<file path="src/rtl/fp_align_pkg.sv">
// Shared widths, FSM state type and mantissa-frame helper for the FP adder alignment stage.
package fp_align_pkg;

    localparam int EXP_W   = 8;
    localparam int MAN_W   = 24;
    localparam int FRAME_W = MAN_W + 3;
    localparam int CNT_W   = $clog2(FRAME_W);

    typedef enum logic [1:0] {
        IDLE,
        SHIFT,
        DONE
    } state_t;

    // Denormals and zeros carry no hidden one; low three bits are G/R/S.
    function automatic logic [FRAME_W-1:0] frame_of(input logic [EXP_W-1:0] exp,
                                                    input logic [MAN_W-2:0] frac);
        return {(exp != '0), frac, 3'b000};
    endfunction

endpackage

</file>
<file path="src/rtl/fp_exp_compare.sv">
// Effective-exponent comparison: picks the big operand and the saturated alignment shift count.
import fp_align_pkg::*;

module fp_exp_compare (
    input  logic [EXP_W-1:0] exp_a,
    input  logic [EXP_W-1:0] exp_b,
    output logic             swap,
    output logic [EXP_W-1:0] exp_big,
    output logic [CNT_W-1:0] cnt
);

    logic [EXP_W-1:0] eff_a;
    logic [EXP_W-1:0] eff_b;
    logic [EXP_W-1:0] exp_small;
    logic [EXP_W-1:0] diff;

    // Denormals share the exponent of the smallest normal.
    assign eff_a     = (exp_a == '0) ? EXP_W'(1) : exp_a;
    assign eff_b     = (exp_b == '0) ? EXP_W'(1) : exp_b;

    assign swap      = (eff_b > eff_a);
    assign exp_big   = swap ? eff_b : eff_a;
    assign exp_small = swap ? eff_a : eff_b;
    assign diff      = exp_big + (~exp_small + EXP_W'(1));

    assign cnt = (diff > EXP_W'(FRAME_W - 1)) ? CNT_W'(FRAME_W - 1) : diff[CNT_W-1:0];

endmodule

</file>
<file path="src/rtl/fp_align_shifter.sv">
// FP adder alignment stage: shifts the smaller mantissa right one bit per cycle with sticky.
import fp_align_pkg::*;

module fp_align_shifter (
    input  logic               clk,
    input  logic               rst_n,
    input  logic               in_valid,
    output logic               in_ready,
    input  logic [31:0]        a,
    input  logic [31:0]        b,
    output logic               out_valid,
    input  logic               out_ready,
    output logic [FRAME_W-1:0] big_man,
    output logic [FRAME_W-1:0] small_man,
    output logic [EXP_W-1:0]   exp_out,
    output logic               sign_big,
    output logic               sign_small,
    output logic               swap
);

    state_t             state;
    state_t             state_nxt;
    logic               load;
    logic               shift_en;

    logic               cmp_swap;
    logic [EXP_W-1:0]   cmp_exp;
    logic [CNT_W-1:0]   cmp_cnt;
    logic [FRAME_W-1:0] frame_a;
    logic [FRAME_W-1:0] frame_b;

    logic [CNT_W-1:0]   cnt_p1;
    logic [FRAME_W-1:0] big_p1;
    logic [FRAME_W-1:0] small_p1;
    logic [EXP_W-1:0]   exp_p1;
    logic               sign_big_p1;
    logic               sign_small_p1;
    logic               swap_p1;

    // One alignment step; bit 0 is the sticky bit and only ever accumulates.
    function automatic logic [FRAME_W-1:0] sticky_shift(input logic [FRAME_W-1:0] s);
        return {1'b0, s[FRAME_W-1:2], s[1] | s[0]};
    endfunction

    fp_exp_compare u_cmp (
        .exp_a   (a[30:23]),
        .exp_b   (b[30:23]),
        .swap    (cmp_swap),
        .exp_big (cmp_exp),
        .cnt     (cmp_cnt)
    );

    assign frame_a   = frame_of(a[30:23], a[22:0]);
    assign frame_b   = frame_of(b[30:23], b[22:0]);

    assign in_ready  = (state == IDLE);
    assign out_valid = (state == DONE);
    assign load      = in_ready && in_valid;
    assign shift_en  = (state == SHIFT);

    always_ff @(posedge clk or negedge rst_n) begin
        if (!rst_n) begin
            state <= IDLE;
        end else begin
            state <= state_nxt;
        end
    end

    always_comb begin
        state_nxt = state;
        case (state)
            IDLE:    if (in_valid) state_nxt = (cmp_cnt == '0) ? DONE : SHIFT;
            SHIFT:   if (cnt_p1 == CNT_W'(1)) state_nxt = DONE;
            DONE:    if (out_ready) state_nxt = IDLE;
            default: state_nxt = IDLE;
        endcase
    end

    // Stage p1: captured operands, then the iterative alignment of the small frame.
    always_ff @(posedge clk or negedge rst_n) begin
        if (!rst_n) begin
            cnt_p1        <= '0;
            big_p1        <= '0;
            small_p1      <= '0;
            exp_p1        <= '0;
            sign_big_p1   <= 1'b0;
            sign_small_p1 <= 1'b0;
            swap_p1       <= 1'b0;
        end else if (load) begin
            cnt_p1        <= cmp_cnt;
            big_p1        <= cmp_swap ? frame_b : frame_a;
            small_p1      <= cmp_swap ? frame_a : frame_b;
            exp_p1        <= cmp_exp;
            sign_big_p1   <= cmp_swap ? b[31] : a[31];
            sign_small_p1 <= cmp_swap ? a[31] : b[31];
            swap_p1       <= cmp_swap;
        end else if (shift_en) begin
            cnt_p1        <= cnt_p1 - CNT_W'(1);
            small_p1      <= sticky_shift(small_p1);
        end
    end

    assign big_man    = big_p1;
    assign small_man  = small_p1;
    assign exp_out    = exp_p1;
    assign sign_big   = sign_big_p1;
    assign sign_small = sign_small_p1;
    assign swap       = swap_p1;

endmodule

</file>
<file path="config.mk">
export PLATFORM = sky130hd
export DESIGN_NAME = fp_align_shifter
export DESIGN_NICKNAME = d
export VERILOG_FILES = /design/src/rtl/fp_align_pkg.sv /design/src/rtl/fp_exp_compare.sv /design/src/rtl/fp_align_shifter.sv
export SDC_FILE = /design/constraint.sdc
export NUM_CORES = 1
export LEC_CHECK = 0
export CORE_MARGIN = 2
export CORE_UTILIZATION = 31
export CTS_CLUSTER_DIAMETER = 30
export DETAILED_ROUTE_END_ITERATION = 8
export GPL_TIMING_DRIVEN = 0
export HOLD_SLACK_MARGIN = 0.05
export REMOVE_ABC_BUFFERS = 1
export SYNTH_ARGS = -nofsm -noshare
export SYNTH_HDL_FRONTEND = slang
export SYNTH_SLANG_ARGS = --single-unit
</file>
<file path="constraint.sdc">
create_clock -name clk -period 2 [get_ports clk]
set_input_delay 0.4 -clock clk [delete_from_list [all_inputs] [get_ports clk]]
set_output_delay 0.4 -clock clk [all_outputs]
set_load 0.05 [all_outputs]
</file>
## Yosys cells after proc, flatten, opt, wreduce, memory -nomap -nowiden

Index checks and enable logic that the tools add are counted.

- Add/sub/neg operators: 3
- Magnitude comparators: 2
- Equal/unequal tests: 6
- Muxes and demuxes: 18
- Bitwise gates (word level): 2
- Reduce and logical (&&, ||, !) cells: 9

Operators by type and width:

| kind | count |
|---|---|
| 2-to-1 mux 27 bit | 4 |
| 2-to-1 mux 8 bit | 4 |
| logical NOT 8 bit | 2 |
| nonzero test 8 bit | 2 |
| 2-to-1 mux 5 bit | 3 |
| adder 8 x 1 -> 8 bit (second input constant) | 1 |
| adder 8 bit | 1 |
| > comparator 8 x 5 -> 1 bit (second input constant) | 1 |
| > comparator 8 bit | 1 |
| 2-to-1 mux 2 bit | 4 |
| inverter 8 bit | 1 |
| case mux 2 bit (3 select lines) | 1 |
| == test 5 x 1 -> 1 bit (second input constant) | 1 |
| logical NOT 5 bit | 1 |
| subtractor 5 x 1 -> 5 bit (second input constant) | 1 |
| inequality test 2 x 1 -> 1 bit (second input constant) | 2 |
| AND reduction 3 bit | 1 |
| == test 2 x 1 -> 1 bit (second input constant) | 1 |
| == test 2 bit (second input constant) | 1 |
| logical NOT 2 bit | 1 |
| 2-to-1 mux 1 bit | 2 |
| inequality test 2 bit (second input constant) | 1 |
| nonzero test 2 bit | 1 |
| logical AND 1 bit | 1 |
| bitwise OR 1 bit | 1 |

- Register bits: 72
- Word-level logic and storage cells: 48

## Logic depth before layout (Yosys ltp)

- Depth after elaboration: 13
- Mapped depth: 21
- Depth with buffers taken out: 18

## By module

A second synthesis with hierarchy kept.

- Cell total of the unflattened synthesis: 511
- Area, all modules: 4525.6 um2

Modules (own cells, without submodules):

| module | instances | cells each | area each (um2) | sequential area each (um2) |
|---|---|---|---|---|
| fp_align_shifter | 1 | 374 | 3539.6 | 1726.7 |
| fp_exp_compare | 1 | 137 | 985.9 | 0.0 |

## Worst setup path after synthesis

OpenSTA, ideal clock, no wires.

- Path kind: input port to flip-flop
- Start: input port a[28]
- End: register state[0]
- Arrival: 4.872 ns
- Required time: 1.862 ns
- Setup slack: -3.010 ns
- Stages: 20
- Cells stage by stage: or4_1 > o41ai_2 > ha_1 > and3b_1 > o211a_1 > a211o_1 > buf_6 > nand2_1 > clkbuf_1 > buf_1 > o21a_1 > ha_1 > and3_1 > o21bai_1 > a221oi_1 > a22o_1 > xnor2_1 > or4_4 > nor3_1 > a31oi_1

- Longest elaborated chain between the ends: 13

RTL lines:

| what | line | source |
|---|---|---|
| start, declared | fp_align_shifter.sv:9 | `input logic [31:0] a,` |
| logical NOT 8 bit | fp_exp_compare.sv:18 | `assign eff_a = (exp_a == '0) ? EXP_W'(1) : exp_a;` |
| 2-to-1 mux 8 bit (*) | fp_exp_compare.sv:18 |  |
| > comparator 8 bit | fp_exp_compare.sv:21 | `assign swap = (eff_b > eff_a);` |
| 2-to-1 mux 8 bit | fp_exp_compare.sv:23 | `assign exp_small = swap ? eff_a : eff_b;` |
| inverter 8 bit | fp_exp_compare.sv:24 | `assign diff = exp_big + (~exp_small + EXP_W'(1));` |
| adder 8 x 1 -> 8 bit | fp_exp_compare.sv:24 |  |
| adder 8 bit (*) | fp_exp_compare.sv:24 |  |
| > comparator 8 x 5 -> 1 bit | fp_exp_compare.sv:26 | `assign cnt = (diff > EXP_W'(FRAME_W - 1)) ? CNT_W'(FRAME_W - 1) : diff[CNT_W-1:0];` |
| 2-to-1 mux 5 bit (*) | fp_exp_compare.sv:26 |  |
| logical NOT 5 bit (*) | fp_align_shifter.sv:72 | `IDLE: if (in_valid) state_nxt = (cmp_cnt == '0) ? DONE : SHIFT;` |
| 2-to-1 mux 2 bit (*) (2 in a row) | fp_align_shifter.sv:72 |  |
| case mux 2 bit (3 select lines) (*) | fp_align_shifter.sv:71 | `case (state)` |
| end signal, assigned | fp_align_shifter.sv:65 | `state <= state_nxt;` |
| end, declared | fp_align_shifter.sv:21 | `state_t state;` |

Every way passes the cells marked *; elsewhere a longest branch is shown, timed or not. The select of a mux whose other input is x is not followed.
A chain may end at the register's enable or synchronous reset.

## Worst setup path after layout

- Start: input port a[27]
- End: register state[0]

Same word-level chain as after synthesis.

==> run_results.csv <==
group,metric,value,unit
final_layout,synthToLayoutAreaGrowth,62.6,%
power_and_ir_drop,part_of_the_power_in_registers,23.9,%
power_and_ir_drop,vdd.ir_drop.worst,0.559,mV
setup_path,setup.worst_path.class,"primary input to flop",
route,ant_nets,0,
final_layout,fraction_of_layout_instances_using_a_drive_strength_above_1,21.6,%
place,placed_cells,808,
setup_path,worst-path-max-fanout,3,
final_layout,antennaDiodeCount,0,
floorplanning,dieArea,0.0149,mm²
timing,grt_setup_unrepaired,"yes",
power_and_ir_drop,p_int,5.47,mW
synth,synth_common_cells,"sky130_fd_sc_hd__nand2_1 (124), sky130_fd_sc_hd__nor2_1 (70), sky130_fd_sc_hd__dfrtp_1 (69), sky130_fd_sc_hd__a31oi_1 (36), sky130_fd_sc_hd__clkbuf_1 (36)",
synth,yosys.area.top_type,"sky130_fd_sc_hd__dfrtp_1",
route,drt_pre_antenna_iters,5,
timing,timing.max_slew.rel_slack,42.6,%
clocking,clock_insertion_delay_at_the_later_pin_of_the_skew_report,0.34,ns
place,place_worst_setup_slack,-4.59,ns
final_layout,layout.cells.non_filler,862,
synth,synthDistinctLibCells,61,
floorplanning,design.portCount,135,
timing,finalMaxSlewViolations,0,
floorplanning,initial_core_util,31.5,%
global_routing,grt_antenna_before_repair,0,
timing,part_of_the_cycle_the_worst_path_needs,226,%
synth,yosys_warnings,0,
floorplanning,dieHeight,122,µm
setup_path,timing.critical_path.required,2.21,ns
route,post_route_drc_violation_count,0,
setup_path,cp_data_arrival_time,4.73,ns
power_and_ir_drop,power_switching,5.10,mW
power_and_ir_drop,leakagePower,3.06,nW
power_and_ir_drop,power_frac_clock,14.6,%
timing,timing_worst_slew_pin_value,0.859,ns
power_and_ir_drop,power_per_unit_of_standard_cell_area,1500,mW/mm²
worst_hold_path,hold_class,"primary input to flop",
setup_path,worstReg2RegStart,"state[1]",
synth,fraction_of_synthesis_flops_using_an_asynchronous_set_or_reset_pin,100,%
global_routing,grt_usage,19.6,%
worst_hold_path,worst_hold_startpoint,"a[30]",
place,io_buffer_count,131,
synth,synth_flop_cell,"sky130_fd_sc_hd__dfrtp_1",
global_routing,first_global_vias,4414,
setup_path,r2r-end,"cnt_p1[1]",
clocking,htree_levels,3,
setup_path,r2r_slack,-0.32,ns
synth,postSynthRegisterBits,69,
run_status,outcome,"finished with violations",
floorplanning,row_count,43,
worst_hold_path,min_to,"exp_out[7]",
power_and_ir_drop,post-layout-total-power,10.6,mW
clocking,ctsLongestPathBuffers,2,
synth,synth_top_cell_area_share,39.8,%
global_routing,grt_start_max_net_pins,64,
timing,fmax,221,MHz
place,post-dp-hpwl,9130,µm
place,gpl.final_weighted_congestion,0.850,
run,maxCapViolations,0,
timing,fin_skew,0.00453,ns
clocking,cts_tree,"built",
synth,post_synth_inst_count,537,
route,routed-via-count,4687,
synth,syn_area_per_cell,8.07,µm²
timing,setup_viol,66,
synth,yosysSeqAreaShare,39.8,%
timing,finalWorstPathRequiredPeriod,4.53,ns
clocking,cts.sink_count,69,
synth,synthMostInstantiatedCell,"sky130_fd_sc_hd__nand2_1",
global_routing,grt_pass1_wl,22900,µm
final_layout,utilization,51.2,%
floorplanning,die-width,122,µm
worst_hold_path,min_path_cells,3,
route,detail_route.wirelength,15500,µm
setup_path,setup.worst_path.end_class,"flop",
clocking,cell_chosen_for_the_clock_root,"sky130_fd_sc_hd__clkbuf_16",
power_and_ir_drop,power_switching_share,48.2,%
power_and_ir_drop,pwr-share-comb,61.5,%
final_layout,net_count_final,755,
timing,timing.final.ws_setup,-2.53,ns
clocking,clkTransAtPathRegs,0.06,ns
synth,post_synth_instance_area,0.00433,mm²
final_layout,num-fill-cells,1308,
setup_path,worst_r2r_path_depth,8,
route,detail_route.wl_per_cell,18.0,µm
route,first_iter_violations,271,
route,detail_route.vias_per_cell,5.44,
setup_path,start_kind,"primary input",
final_layout,postLayoutCellArea,0.00705,mm²
synth,number_of_enable_type_register_cells_in_the_synthesized_netlist,0,
floorplanning,core_region_area,0.0138,mm²
run_status,failed_checks,"setup timing",
timing,final-hold-violation-count,0,
global_routing,grt_remaining_overflow,0,
clocking,total_cts_buffers,9,
synth,ys_top_cells_by_area,"sky130_fd_sc_hd__dfrtp_1 (40%), sky130_fd_sc_hd__nand2_1 (11%), sky130_fd_sc_hd__nor2_1 (6.1%)",
place,post_dp_cell_area,0.00582,mm²
-- flip-flops by register name, indices dropped and copies added (netlist names) --
name,flops
big_man,24
exp_out,8
sign_small,1
small_man,27
state,2
swap,1
sign_big,1
cnt_p1,5
-- critical path, cell delays in order --
cell and delay, ns:
sky130_fd_sc_hd__buf_8 0.09, sky130_fd_sc_hd__or4_4 0.56, sky130_fd_sc_hd__o41ai_4 0.33, sky130_fd_sc_hd__ha_4 0.19, sky130_fd_sc_hd__and3b_1 0.18, sky130_fd_sc_hd__o211a_1 0.25, sky130_fd_sc_hd__a211oi_4 0.32, sky130_fd_sc_hd__nor2_4 0.07
sky130_fd_sc_hd__buf_12 0.12, sky130_fd_sc_hd__or3_4 0.32, sky130_fd_sc_hd__o21a_1 0.12, sky130_fd_sc_hd__ha_2 0.18, sky130_fd_sc_hd__and3_4 0.20, sky130_fd_sc_hd__o21bai_4 0.18, sky130_fd_sc_hd__a221oi_2 0.17, sky130_fd_sc_hd__a22o_1 0.20
sky130_fd_sc_hd__xnor2_2 0.10, sky130_fd_sc_hd__or4_4 0.46, sky130_fd_sc_hd__nor3_2 0.17, sky130_fd_sc_hd__a31oi_1 0.12
-- area by class of cell --
class	count	area [µm²]	share of cell area [%]
clock buffers	12	256	3.64
clock inverters	4	22.5	0.320
inverters	13	48.8	0.693
multi-input cells	411	2830	40.2
flip-flops and latches	69	1730	24.5
well taps	180	225	3.20
repair buffers	173	1940	27.5
-- routing by layer --
metal	track usage [%]	share of wire, %	vias to the layer above
li1	-	-	2198
met1	25.9	44	2321
met2	31.9	49	138
met3	3.76	5.5	30
met4	7.18	2.3	0
met5	0	0	-
-- how the worst max path moves through the flow --
stage                        start       endpoint  slack, ns  cells past startpoint
after CTS                    a[29]       state[1]      -2.69                     20
after global placement    in_valid  small_man[20]      -9.97                      6
final                        a[27]       state[0]      -2.53                     20
after global routing         a[27]       state[1]      -2.61                     20
after floorplan           state[1]      cnt_p1[1]      -5.16                      8
after detailed placement     a[28]       state[0]      -4.59                     19
-- power by group through the flow --
| stage | registers, mW | logic [mW] | clock network (mW) |
|---|---|---|---|
| 6_report | 2.53 | 6.50 | 1.55 |
| 5_1_grt | 2.61 | 6.89 | 1.65 |
| 4_1_cts | 2.53 | 6.12 | 1.57 |
| 3_5_place_dp | 2.55 | 5.83 | 0 |
| 3_3_place_gp | 2.53 | 5.78 | 0 |
| 2_1_floorplan | 4.60 | 1.78 | 0 |
-- metrics by stage --
step / hold WS [ns] / TNS (ns)
2_1_floorplan: 0.104 / -245.02
3_3_place_gp: 0.462 / -607.12
3_5_place_dp: 0.236 / -173.75
4_1_cts: 0.312 / -72.46
5_1_grt: 0.352 / -84.29
6_report: 0.341 / -78.59
-- repair_timing --
action,CTS,global route
hold buffers,1,0
hold endpoints to repair,6,0
endpoints found under the setup margin,68,67
cloned,6,4
setup buffers,14,13
gates resized for setup,78,75
pin swaps,28,49
-- cell families after synthesis --
group | synth area share [%]
simple gates | 24.1
buf+inv | 5.83
other cells | 0.0865
mux | 0.751
flops | 39.8
compound gates | 25.5
fa+ha+maj | 2.89
xor+xnor | 1.01
-- placed cells by master (no fill, tap or decap), types with 3 or more instances in the layout --
cell	synthesis	layout
sky130_fd_sc_hd__a21o_1	26	26
sky130_fd_sc_hd__a21oi_1	11	10
sky130_fd_sc_hd__a22o_1	3	3
sky130_fd_sc_hd__a311oi_1	23	4
sky130_fd_sc_hd__a311oi_2	0	19
sky130_fd_sc_hd__a31oi_1	36	36
sky130_fd_sc_hd__and3_4	0	3
sky130_fd_sc_hd__buf_12	0	8
sky130_fd_sc_hd__buf_16	0	6
sky130_fd_sc_hd__buf_2	4	4
sky130_fd_sc_hd__buf_4	3	18
sky130_fd_sc_hd__buf_6	1	5
sky130_fd_sc_hd__buf_8	0	4
sky130_fd_sc_hd__clkbuf_16	0	13
sky130_fd_sc_hd__clkdlybuf4s50_1	0	116
sky130_fd_sc_hd__clkinv_2	0	3
sky130_fd_sc_hd__conb_1	1	3
sky130_fd_sc_hd__dfrtp_1	69	69
sky130_fd_sc_hd__dlygate4sd2_1	0	3
sky130_fd_sc_hd__dlymetal6s2s_1	0	3
sky130_fd_sc_hd__ha_1	10	8
sky130_fd_sc_hd__inv_1	13	13
sky130_fd_sc_hd__nand2_1	124	102
sky130_fd_sc_hd__nand2_2	0	21
sky130_fd_sc_hd__nand2b_1	4	4
sky130_fd_sc_hd__nand3_1	6	4
sky130_fd_sc_hd__nor2_1	70	66
sky130_fd_sc_hd__nor2_4	0	5
sky130_fd_sc_hd__nor2b_1	7	7
sky130_fd_sc_hd__nor3_1	4	3
sky130_fd_sc_hd__o211a_1	4	3
sky130_fd_sc_hd__o21ai_0	8	7
sky130_fd_sc_hd__or4_4	1	3
sky130_fd_sc_hd__xnor2_1	5	4
(Power assumes the default switching activity.)
